**src/rtl/bcd_display_scheduler.sv**
```systemverilog
// bcd_display_scheduler
// Converts a 10-bit binary value to four BCD digits with a sequential
// shift-and-add-3 datapath (one iteration per clock). While a conversion
// runs, one further request is held in a single-entry queue where the latest
// request wins. The committed digits are time-multiplexed onto a 4-digit
// common-anode 7-segment display, and leading zeros can optionally be blanked.
module bcd_display_scheduler #(
    parameter int unsigned REFRESH_DIV   = 50000,
    parameter bit          BLANK_LEADING = 1'b1
) (
    input  logic        clk,
    input  logic        reset,
    input  logic [9:0]  number,
    input  logic        load,
    output logic        busy,
    output logic        done,
    output logic [15:0] digits,
    output logic [3:0]  an,
    output logic [6:0]  seg,
    output logic        dp
);

    typedef enum logic [1:0] {
        IDLE   = 2'd0,
        SHIFT  = 2'd1,
        COMMIT = 2'd2
    } state_t;

    localparam logic [3:0]  LAST_ITER  = 4'd9;
    localparam logic [19:0] PRESC_LAST = 20'(REFRESH_DIV - 1);

    state_t      state;
    logic [25:0] shift;
    logic [25:0] shift_adj;
    logic [3:0]  iter;
    logic        pending;
    logic [9:0]  pend_val;

    logic [19:0] presc;
    logic [1:0]  idx;
    logic [3:0]  nib;
    logic [3:0]  blank;
    logic [6:0]  seg_raw;

    // Add-3 correction on each BCD nibble ahead of the shift. Each add is
    // confined to its own nibble; no carry crosses into the next digit.
    always_comb begin
        // NOTE: default every combinational output first so no path leaves it unassigned (no latch).
        shift_adj = shift;
        for (int n = 0; n < 4; n++) begin
            if (shift[10 + 4*n +: 4] >= 4'd5)
                shift_adj[10 + 4*n +: 4] = shift[10 + 4*n +: 4] + 4'd3;
        end
    end

    // Conversion FSM: owns the shift register, the iteration count, the
    // pending request, the committed digits and the done pulse.
    always_ff @(posedge clk or posedge reset) begin
        if (reset) begin
            state    <= IDLE;
            shift    <= '0;
            iter     <= '0;
            pending  <= 1'b0;
            pend_val <= '0;
            digits   <= '0;
            done     <= 1'b0;
        end else begin
            // NOTE: sequential state uses non-blocking assignments so every register samples pre-edge values.
            done <= 1'b0;
            case (state)
                IDLE: begin
                    if (load) begin
                        shift <= {16'd0, number};
                        iter  <= '0;
                        state <= SHIFT;
                    end
                end

                SHIFT: begin
                    shift <= {shift_adj[24:0], 1'b0};
                    if (load) begin
                        pending  <= 1'b1;
                        pend_val <= number;
                    end
                    if (iter == LAST_ITER) begin
                        state <= COMMIT;
                    end else begin
                        iter <= iter + 4'd1;
                    end
                end

                COMMIT: begin
                    digits <= shift[25:10];
                    done   <= 1'b1;
                    iter   <= '0;
                    if (pending) begin
                        // Start the queued value; a load arriving in this very
                        // cycle becomes the new queued request.
                        shift    <= {16'd0, pend_val};
                        pending  <= load;
                        if (load)
                            pend_val <= number;
                        state    <= SHIFT;
                    end else if (load) begin
                        // A request landing in COMMIT with an empty queue
                        // would otherwise be picked up by IDLE one cycle
                        // later; starting it here gives the same result sooner.
                        shift <= {16'd0, number};
                        state <= SHIFT;
                    end else begin
                        state <= IDLE;
                    end
                end

                default: state <= IDLE;
            endcase
        end
    end

    assign busy = (state != IDLE);
    assign dp   = 1'b1;

    // Free-running refresh prescaler; each terminal count advances the digit index.
    always_ff @(posedge clk or posedge reset) begin
        if (reset) begin
            presc <= '0;
            idx   <= '0;
        end else if (presc == PRESC_LAST) begin
            presc <= '0;
            idx   <= idx + 2'd1;
        end else begin
            presc <= presc + 20'd1;
        end
    end

    assign an  = ~(4'b0001 << idx);
    assign nib = digits[{idx, 2'b00} +: 4];

    // Leading-zero mask: a digit is blank when it and every higher digit are zero.
    always_comb begin
        blank    = 4'b0000;
        blank[3] = (digits[15:12] == 4'd0);
        blank[2] = blank[3] && (digits[11:8] == 4'd0);
        blank[1] = blank[2] && (digits[7:4] == 4'd0);
        if (!BLANK_LEADING)
            blank = 4'b0000;
    end

    // Active-low segment decode (bit order g..a); codes 10-15 decode as blank.
    always_comb begin
        case (nib)
            4'd0:    seg_raw = 7'b1000000;
            4'd1:    seg_raw = 7'b1111001;
            4'd2:    seg_raw = 7'b0100100;
            4'd3:    seg_raw = 7'b0110000;
            4'd4:    seg_raw = 7'b0011001;
            4'd5:    seg_raw = 7'b0010010;
            4'd6:    seg_raw = 7'b0000010;
            4'd7:    seg_raw = 7'b1111000;
            4'd8:    seg_raw = 7'b0000000;
            4'd9:    seg_raw = 7'b0010000;
            default: seg_raw = 7'b1111111;
        endcase
    end

    // Index and digits are both registers, so seg and an switch on the same edge.
    assign seg = blank[idx] ? 7'b1111111 : seg_raw;

endmodule
```
**config.mk**
```make
export PLATFORM = sky130hd
export DESIGN_NAME = bcd_display_scheduler
export DESIGN_NICKNAME = d
export VERILOG_FILES = /design/src/rtl/bcd_display_scheduler.sv
export SDC_FILE = /design/constraint.sdc
export NUM_CORES = 1
export LEC_CHECK = 0
export CAP_MARGIN = 20
export CORE_UTILIZATION = 45
export DETAILED_ROUTE_END_ITERATION = 8
export HOLD_SLACK_MARGIN = 0.08
export PLACE_DENSITY = 0.65
export SYNTH_ARGS = -nofsm -noshare
export SYNTH_HDL_FRONTEND = slang
export SYNTH_SLANG_ARGS = --single-unit
```
**constraint.sdc**
```tcl
create_clock -name clk -period 6.1 [get_ports clk]
set_input_delay 1.22 -clock clk [delete_from_list [all_inputs] [get_ports clk]]
set_output_delay 1.22 -clock clk [all_outputs]
set_load 0.01 [all_outputs]
```
======== Yosys cells after proc, flatten, opt, wreduce, memory -nomap -nowiden ========
Memories as Yosys holds them, arrays and structs flattened.
Index checks and enable logic that the tools add are counted.
storage, ports and cells
  register bits after elaboration ......... 82
  memory bits (read-only) ................. 112
  input port bits ......................... 13
  output and inout port bits .............. 30
  word-level logic and storage cells ...... 73
  memories kept ........................... 1
cells by class
  add/sub/neg operators ................... 7
  magnitude comparators ................... 5
  eq/ne operators ......................... 9
  shift-type cells ........................ 2
  multiplexer cells ....................... 26
  bitwise operators ....................... 1
  reductions and logical operators ........ 13
memory list
  name             words  bits a word  read ports  clocked after memory_dff  write ports  line  source
  (no name shown)  16     7            1           0                         0            151   case (nib)
operator list
  operator                                                           count
  case mux 26 bit (3 select lines)                                   1
  2-to-1 mux 26 bit                                                  2
  adder 20 x 1 -> 20 bit, second input constant                      1
  == test 20 x 16 -> 1 bit, second input constant                    1
  2-to-1 mux 10 bit                                                  2
  2-to-1 mux 20 bit                                                  1
  2-to-1 mux 4 bit                                                   5
  case mux 10 bit (2 select lines)                                   1
  greater-or-equal comparator 4 x 3 -> 1 bit, second input constant  4
  variable part select 16 x 5 -> 4 bit                               1
  adder 4 x 2 -> 4 bit, second input constant                        3
  zero test 4 bit                                                    3
  case mux 4 bit (3 select lines)                                    1
  inequality test 2 bit, second input constant                       5
  2-to-1 mux 7 bit                                                   1
  2-to-1 mux 1 bit                                                   6
  case mux 2 bit (3 select lines)                                    1
  AND reduction 2 bit                                                3
  adder 4 x 1 -> 4 bit, second input constant                        1
  == test 4 bit, second input constant                               1
  2-to-1 mux 2 bit                                                   2
  NOT 4 bit                                                          1
  nonzero test 2 bit                                                 2
  left shift 1 x 2 -> 4 bit, first input constant                    1
  other kinds (12)                                                   13

======== Logic depth before layout (Yosys ltp) ========
Gate-level depths: netlist (run 1).
  depth in word-level cells ............... 6
  mapped depth ............................ 8
  depth with buffers taken out ............ 7

======== Worst setup path after synthesis (run 1) ========
No wires, ideal clock.
  path kind ............................... register -> output
  start point ............................. register idx[0]
  end point ............................... output port seg[3]
  data arrival time ....................... 1.822 ns
  data required time ...................... 4.880 ns
  slack ................................... 3.058 ns
  cell stages (with the launch flop) ...... 7
  buffers on the path ..................... 0
  path through ............................ dfrtp_1 -> mux4_2 -> inv_1 -> ha_1 -> nor2_1 -> a21oi_1 -> o21ai_0
on the way
  longest elaborated chain between the ends .. 3
  elaborated cells on any way between the ends .. 5
  those cells by class .................... shift (1); mux (3); memory (1)
ends and longest elaborated chain
  what                                                                                            line      source
  from (decl)                                                                                     40        logic [1:0] idx;
  from (signal assigned)                                                                          130       idx <= idx + 2'd1;
  variable part select 16 x 5 -> 4 bit or binary-select mux 1 bit (select 2 bit) (tied branches)  137, 167
  memory read (16 x 7 bit) or 2-to-1 mux 1 bit (tied branches)                                    -
  2-to-1 mux 7 bit *                                                                              167       assign seg = blank[idx] ? 7'b1111111 : seg_raw;
  to (decl)                                                                                       19        output logic [6:0] seg,
Mark *: on every way between the ends. The rest lies on a longest branch, timed or not. The select of a mux whose other input is x is not followed.

======== Final worst setup path (run 1) ========
Ends and elaborated chain as after synthesis.

==> out/results.ini, run 1 <==
[global_routing]
antenna_found_initial=0
first_global_vias=2992
grt_max_degree=46
grt_pass1_wl_microns=14800
grtUsageTotal=0.189
overflow=0

[critical_path]
reg2reg_to=shift[19]$_DFFE_PP0N_
crit_path_end=seg[3]
crit_fanout=8
reg2reg_slack_ns=3.29
worstSetupStartpointType=register
worst_ep_required_time_ns=4.88
crit_path_cell_trace=mux4_2 -> inv_1 -> ha_1 -> nor2_1 -> a21oi_1 -> o21ai_0 -> clkdlybuf4s50_1
r2r_cells=7
end_kind=primary output
cp_slowest_stage_delay_ns=0.61
crit_buf_inv=2
slowest_stage=mux4_2
cp_top_family=buffers and inverters
path_class=register to primary output
timing.rr.start=state[0]$_DFFE_PP0P_
crit_cells=7
crit_path_start=idx[0]$_DFFE_PP0N_
arrival_ns=2.72

[detailed_routing]
drt_pass1_iterations=6
wl_microns=8780
routedWlPerCell_microns=14.8
drc=0
via_per_inst=5.42
vias=3219
first_iter_violations=194
antenna_left=0

[finish]
diodes=0
utilization=0.541
final_area_sq_um=5000
layout_commonest_cell=dfrtp_1
instances_no_fill=594
synthToLayoutAreaGrowth_pct=15.9
drive_above_1_share=0.105
nets=497
nFillCells=845
mostFrequentLayoutCells=82 x dfrtp_1, 49 x o21ai_0, 41 x clkdlybuf4s50_1, 36 x nand2_1

[die]
core_area_sq_um=9240
fp.dieArea_sq_um=9980
die_w_microns=99.9
ios=43
die_h_microns=99.9
num_rows=35
start_util=0.467

[place]
io_buffers=41
placed_area_sq_um=4820
dp.cells=578
routabilityCongestion=0.814
hpwl_microns=6120

[timing]
fmax_mhz=254
slew_viol_final=0
hold_viol=0
finalSetupTns_ns=0
period_share=0.646
fin_skew_ns=0.0107
slew_headroom=0.312
rsz0062_at_grt=false
tightest_slew_ns=1.03
setup_violations=0
finalCriticalPeriod_ns=3.94

[clocking]
post_cts.repair.setup_buffers=0
cts_hold_buf=0
cts_tree=done
cts_buffers=9
h-tree-depth=3
clk_path_buf_depth=2
insertion_delay_ns=0.35
cts_sinks=82
clkTransAtPathRegs_ns=0.08
cts-resized-gates=0
root_buffer=clkbuf_8

[pwr]
p_per_area_nw_per_um2=272
leakage_nw=2.16
peakVddDrop_v=0.000162
p_total_mw=1.36

[run_status]
status=finished clean

[synthesis]
ys_types=49
yosys_warnings=0
syn_area_per_cell_sq_um=10.2
synth_edf_count=0
netlist_area_sq_um=4310
synth_cells=421
synth_seq_cells=82
synth_ff_type=dfrtp_1
async_flop_share=1.00
synth_seq_area_share=0.476
syn_nets=458

[hold_path]
hp-start=presc[0]$_DFF_PP0_
hp-class=register to register

[job]
maxCapViolCount=0

[state kept, by name (all words and copies together) (netlist names)]
name and flops:
digits 16, state 2, shift 26, iter 4
done 1, pend_val 10, presc 20, pending 1
idx 2
[how the worst min path moves through the flow]
stage	to	slack, ns	depth (start not counted)
2_1_floorplan	presc[0]$_DFF_PP0_	0.44	1
3_3_place_gp	presc[0]$_DFF_PP0_	0.46	1
3_5_place_dp	presc[0]$_DFF_PP0_	0.47	1
4_1_cts	presc[0]$_DFF_PP0_	0.48	1
5_1_grt	presc[0]$_DFF_PP0_	0.51	1
6_report	presc[0]$_DFF_PP0_	0.48	1
[cell usage after synthesis, types with 2 or more instances]
cell,count,share of area
a21oi_1,26,0.030
nor2_1,26,0.023
a22o_1,2,0.0041
dfrtp_1,82,0.48
xor2_1,5,0.010
a32oi_1,4,0.0081
mux2_2,26,0.068
buf_2,4,0.0046
and2_1,3,0.0044
xnor2_1,16,0.033
and2b_1,2,0.0035
nand2_1,36,0.031
clkbuf_1,7,0.0061
and3_1,4,0.0058
o21a_1,2,0.0035
nor2b_1,2,0.0029
mux4_2,3,0.016
nand2b_1,10,0.015
nor3_1,10,0.012
a22oi_1,2,0.0035
a222oi_1,7,0.016
ha_1,24,0.070
nand3_1,10,0.012
nor4_1,4,0.0058
inv_1,25,0.022
o21ai_0,49,0.057
mux2i_1,5,0.012
a21o_1,2,0.0035
nor3b_1,3,0.0052
[metal layers]
metal / vias to the layer above / GRT usage / share of wire
met2: 87 / 0.294 / 0.45
met4: 0 / 0.0600 / 0.0098
met3: 7 / 0.0355 / 0.045
met1: 1569 / 0.268 / 0.49
met5: - / 0 / 0
li1: 1556 / - / -
[kinds of logic after synthesis]
kind of cell             Yosys count  synth area share
buffers and inverters             39            0.0377
AND/OR/NAND/NOR                  119             0.138
other                              1          0.000870
AO/OA/AOI/OAI                    101             0.140
flip-flops                        82             0.476
multiplexers                      34            0.0952
adder cells (fa/ha/maj)           24            0.0696
XOR/XNOR                          21            0.0427
[cell type report]
type | instances | area (sq um) | share of cell area
timing repair buffer | 42 | 418 | 0.0836
sequential | 82 | 2050 | 0.411
tap | 129 | 161 | 0.0323
inverter | 25 | 95.1 | 0.0190
clock inverter | 4 | 27.5 | 0.00551
clock buffer | 12 | 145 | 0.0291
multi-input combinational | 300 | 2100 | 0.420
[where the power goes]
part | total, mW | leakage [nW] | switching [mW] | internal [mW]
sequential | 0.683 | 1.09 | 0.0564 | 0.626
clock | 0.350 | 0.0786 | 0.191 | 0.159
combinational | 0.328 | 0.989 | 0.183 | 0.145
[stage by stage]
step                      hold WS [ns]  worst slack (ns)
final                            0.483              2.16
after global placement           0.464              2.57
after CTS                        0.484              2.12
after global routing             0.507              1.95
after detailed placement         0.472              2.52
after floorplan                  0.443              2.77
Power figures use the tool's default switching activity.
==> run 2, diff against run 1 <==
Clock period 6.1 ns to 3.85 ns, I/O delays scaled along.
==> run 2 against run 1 <==
Effect of this change: highest routed layer unchanged; largest cell class unchanged; total power increased by 59%; critical endpoint unchanged; non-clock buffer count increased by 2; core utilization increased by 0.15 points; via count increased by 0.16%; final cell count increased by 0.34%.
==> out/results.ini, run 2 (synthesis gave the netlist of run 1 again) <==
[finish]
top_regs=shift (26), presc (20), digits (16)
layout_commonest_cell=dfrtp_1
diodes=0
nets=499
utilization=0.542
synthToLayoutAreaGrowth_pct=16.2
drive_above_1_share=0.111
nFillCells=821
mostFrequentLayoutCells=82 x dfrtp_1, 49 x o21ai_0, 41 x clkdlybuf4s50_1, 36 x nand2_1
regMostFlops=shift
largest_reg_flops=26

[timing]
finalWorstSetupSlack_ns=0.341
fin_skew_ns=0.00797
slew_viol_final=0
tightest_slew_ns=0.828
slew_headroom=0.448
period_share=0.911
hold_viol=0
rsz0062_at_grt=false
setup_violations=0
holdWs_ns=0.484
finalSetupTns_ns=0
finalCriticalPeriod_ns=3.51
fmax_mhz=285

[critical_path]
crit_fanout=8
slowest_stage=mux4_2
cp_top_family=buffers and inverters
r2r_cells=6
path_class=register to primary output
reg2reg_slack_ns=1.61
crit_path_cell_trace=mux4_2 -> inv_1 -> ha_1 -> nor2_1 -> a21oi_1 -> o21ai_0 -> clkdlybuf4s50_1
cp_slowest_stage_delay_ns=0.61
crit_buf_inv=2
crit_path_start=idx[0]$_DFFE_PP0N_
reg2reg_to=pend_val[3]$_DFFE_PP0P_
arrival_ns=2.74
timing.rr.start=state[1]$_DFFE_PP0P_
worstSetupStartpointType=register
end_kind=primary output
worst_ep_required_time_ns=3.08

[global_routing]
antenna_found_initial=0
grt_pass1_wl_microns=15200
grt_max_degree=42
overflow=0
first_global_vias=3150
grtUsageTotal=0.192

[die]
num_rows=35
ios=43
core_area_sq_um=9240
start_util=0.467
die_h_microns=99.9
die_w_microns=99.9
fp.dieArea_sq_um=9980

[detailed_routing]
routedWlPerCell_microns=14.9
drc=0
via_per_inst=5.41
vias=3224
wl_microns=8880
first_iter_violations=204
drt_pass1_iterations=7
antenna_left=0

[place]
routabilityCongestion=0.818
hpwl_microns=6340
post-place-ws_ns=0.681
io_buffers=41

[clocking]
cts_buffers=9
root_buffer=clkbuf_8
cts_hold_buf=0
cts_tree=done
clk_path_buf_depth=2
post_cts.repair.setup_buffers=0
cts-resized-gates=0
cts_sinks=82
clkTransAtPathRegs_ns=0.08
insertion_delay_ns=0.34
h-tree-depth=3

[hold_path]
hp-start=presc[19]$_DFF_PP0_
holdPathStages=1
min_to=presc[19]$_DFF_PP0_
hp-class=register to register

[pwr]
peakVddDrop_v=0.000340
leakage_nw=2.17
p_total_mw=2.16
p_per_area_nw_per_um2=430

[job]
maxCapViolCount=0

[run_status]
status=finished clean

## run 2: changes by cell type in the layout (fill, tap and decap cells not counted)
cell / change
buf_4: +2
clkbuf_1: -1
clkinv_2: +2
clkinvlp_4: -1
## run 2: area by class of cell
type                    count  area [sq um]  share of cell area
inverters                  25          95.1              0.0190
flip-flops and latches     82          2050               0.410
well taps                 129           161              0.0322
multi-input cells         300          2100               0.419
clock inverters             5          30.0             0.00599
repair buffers             44           433              0.0864
clock buffers              11           141              0.0282
## run 2: routing by layer
layer | part of all wire | vias up | global-route usage | routed length (microns)
met2 | 0.46 | 74 | 0.299 | 4060
met3 | 0.039 | 11 | 0.0397 | 343
met4 | 0.013 | 0 | 0.0498 | 116
met1 | 0.49 | 1575 | 0.274 | 4360
li1 | - | 1564 | - | -
met5 | 0 | - | 0 | 0
## run 2: where the power goes
| part | internal, mW | switching [mW] | total (mW) | leakage, nW |
|---|---|---|---|---|
| registers | 0.993 | 0.0923 | 1.08 | 1.09 |
| logic | 0.230 | 0.291 | 0.521 | 0.999 |
| clock network | 0.249 | 0.301 | 0.550 | 0.0851 |
## run 2: stage by stage
stage	std cells	instance area [sq um]
after detailed placement	580	4840
after global routing	596	5010
after floorplan	421	4310
after CTS	596	5010
after global placement	580	4840
final	596	5010
## run 2: worst max path at each step
stage	slack (ns)	endpoint	cells after the start
finish	0.34	seg[3]	7
global route	0.22	seg[3]	7
CTS	0.29	seg[3]	7
detailed placement	0.68	seg[3]	7
global placement	0.77	seg[3]	7
floorplan	0.97	digits[0]$_DFFE_PP0P_	1
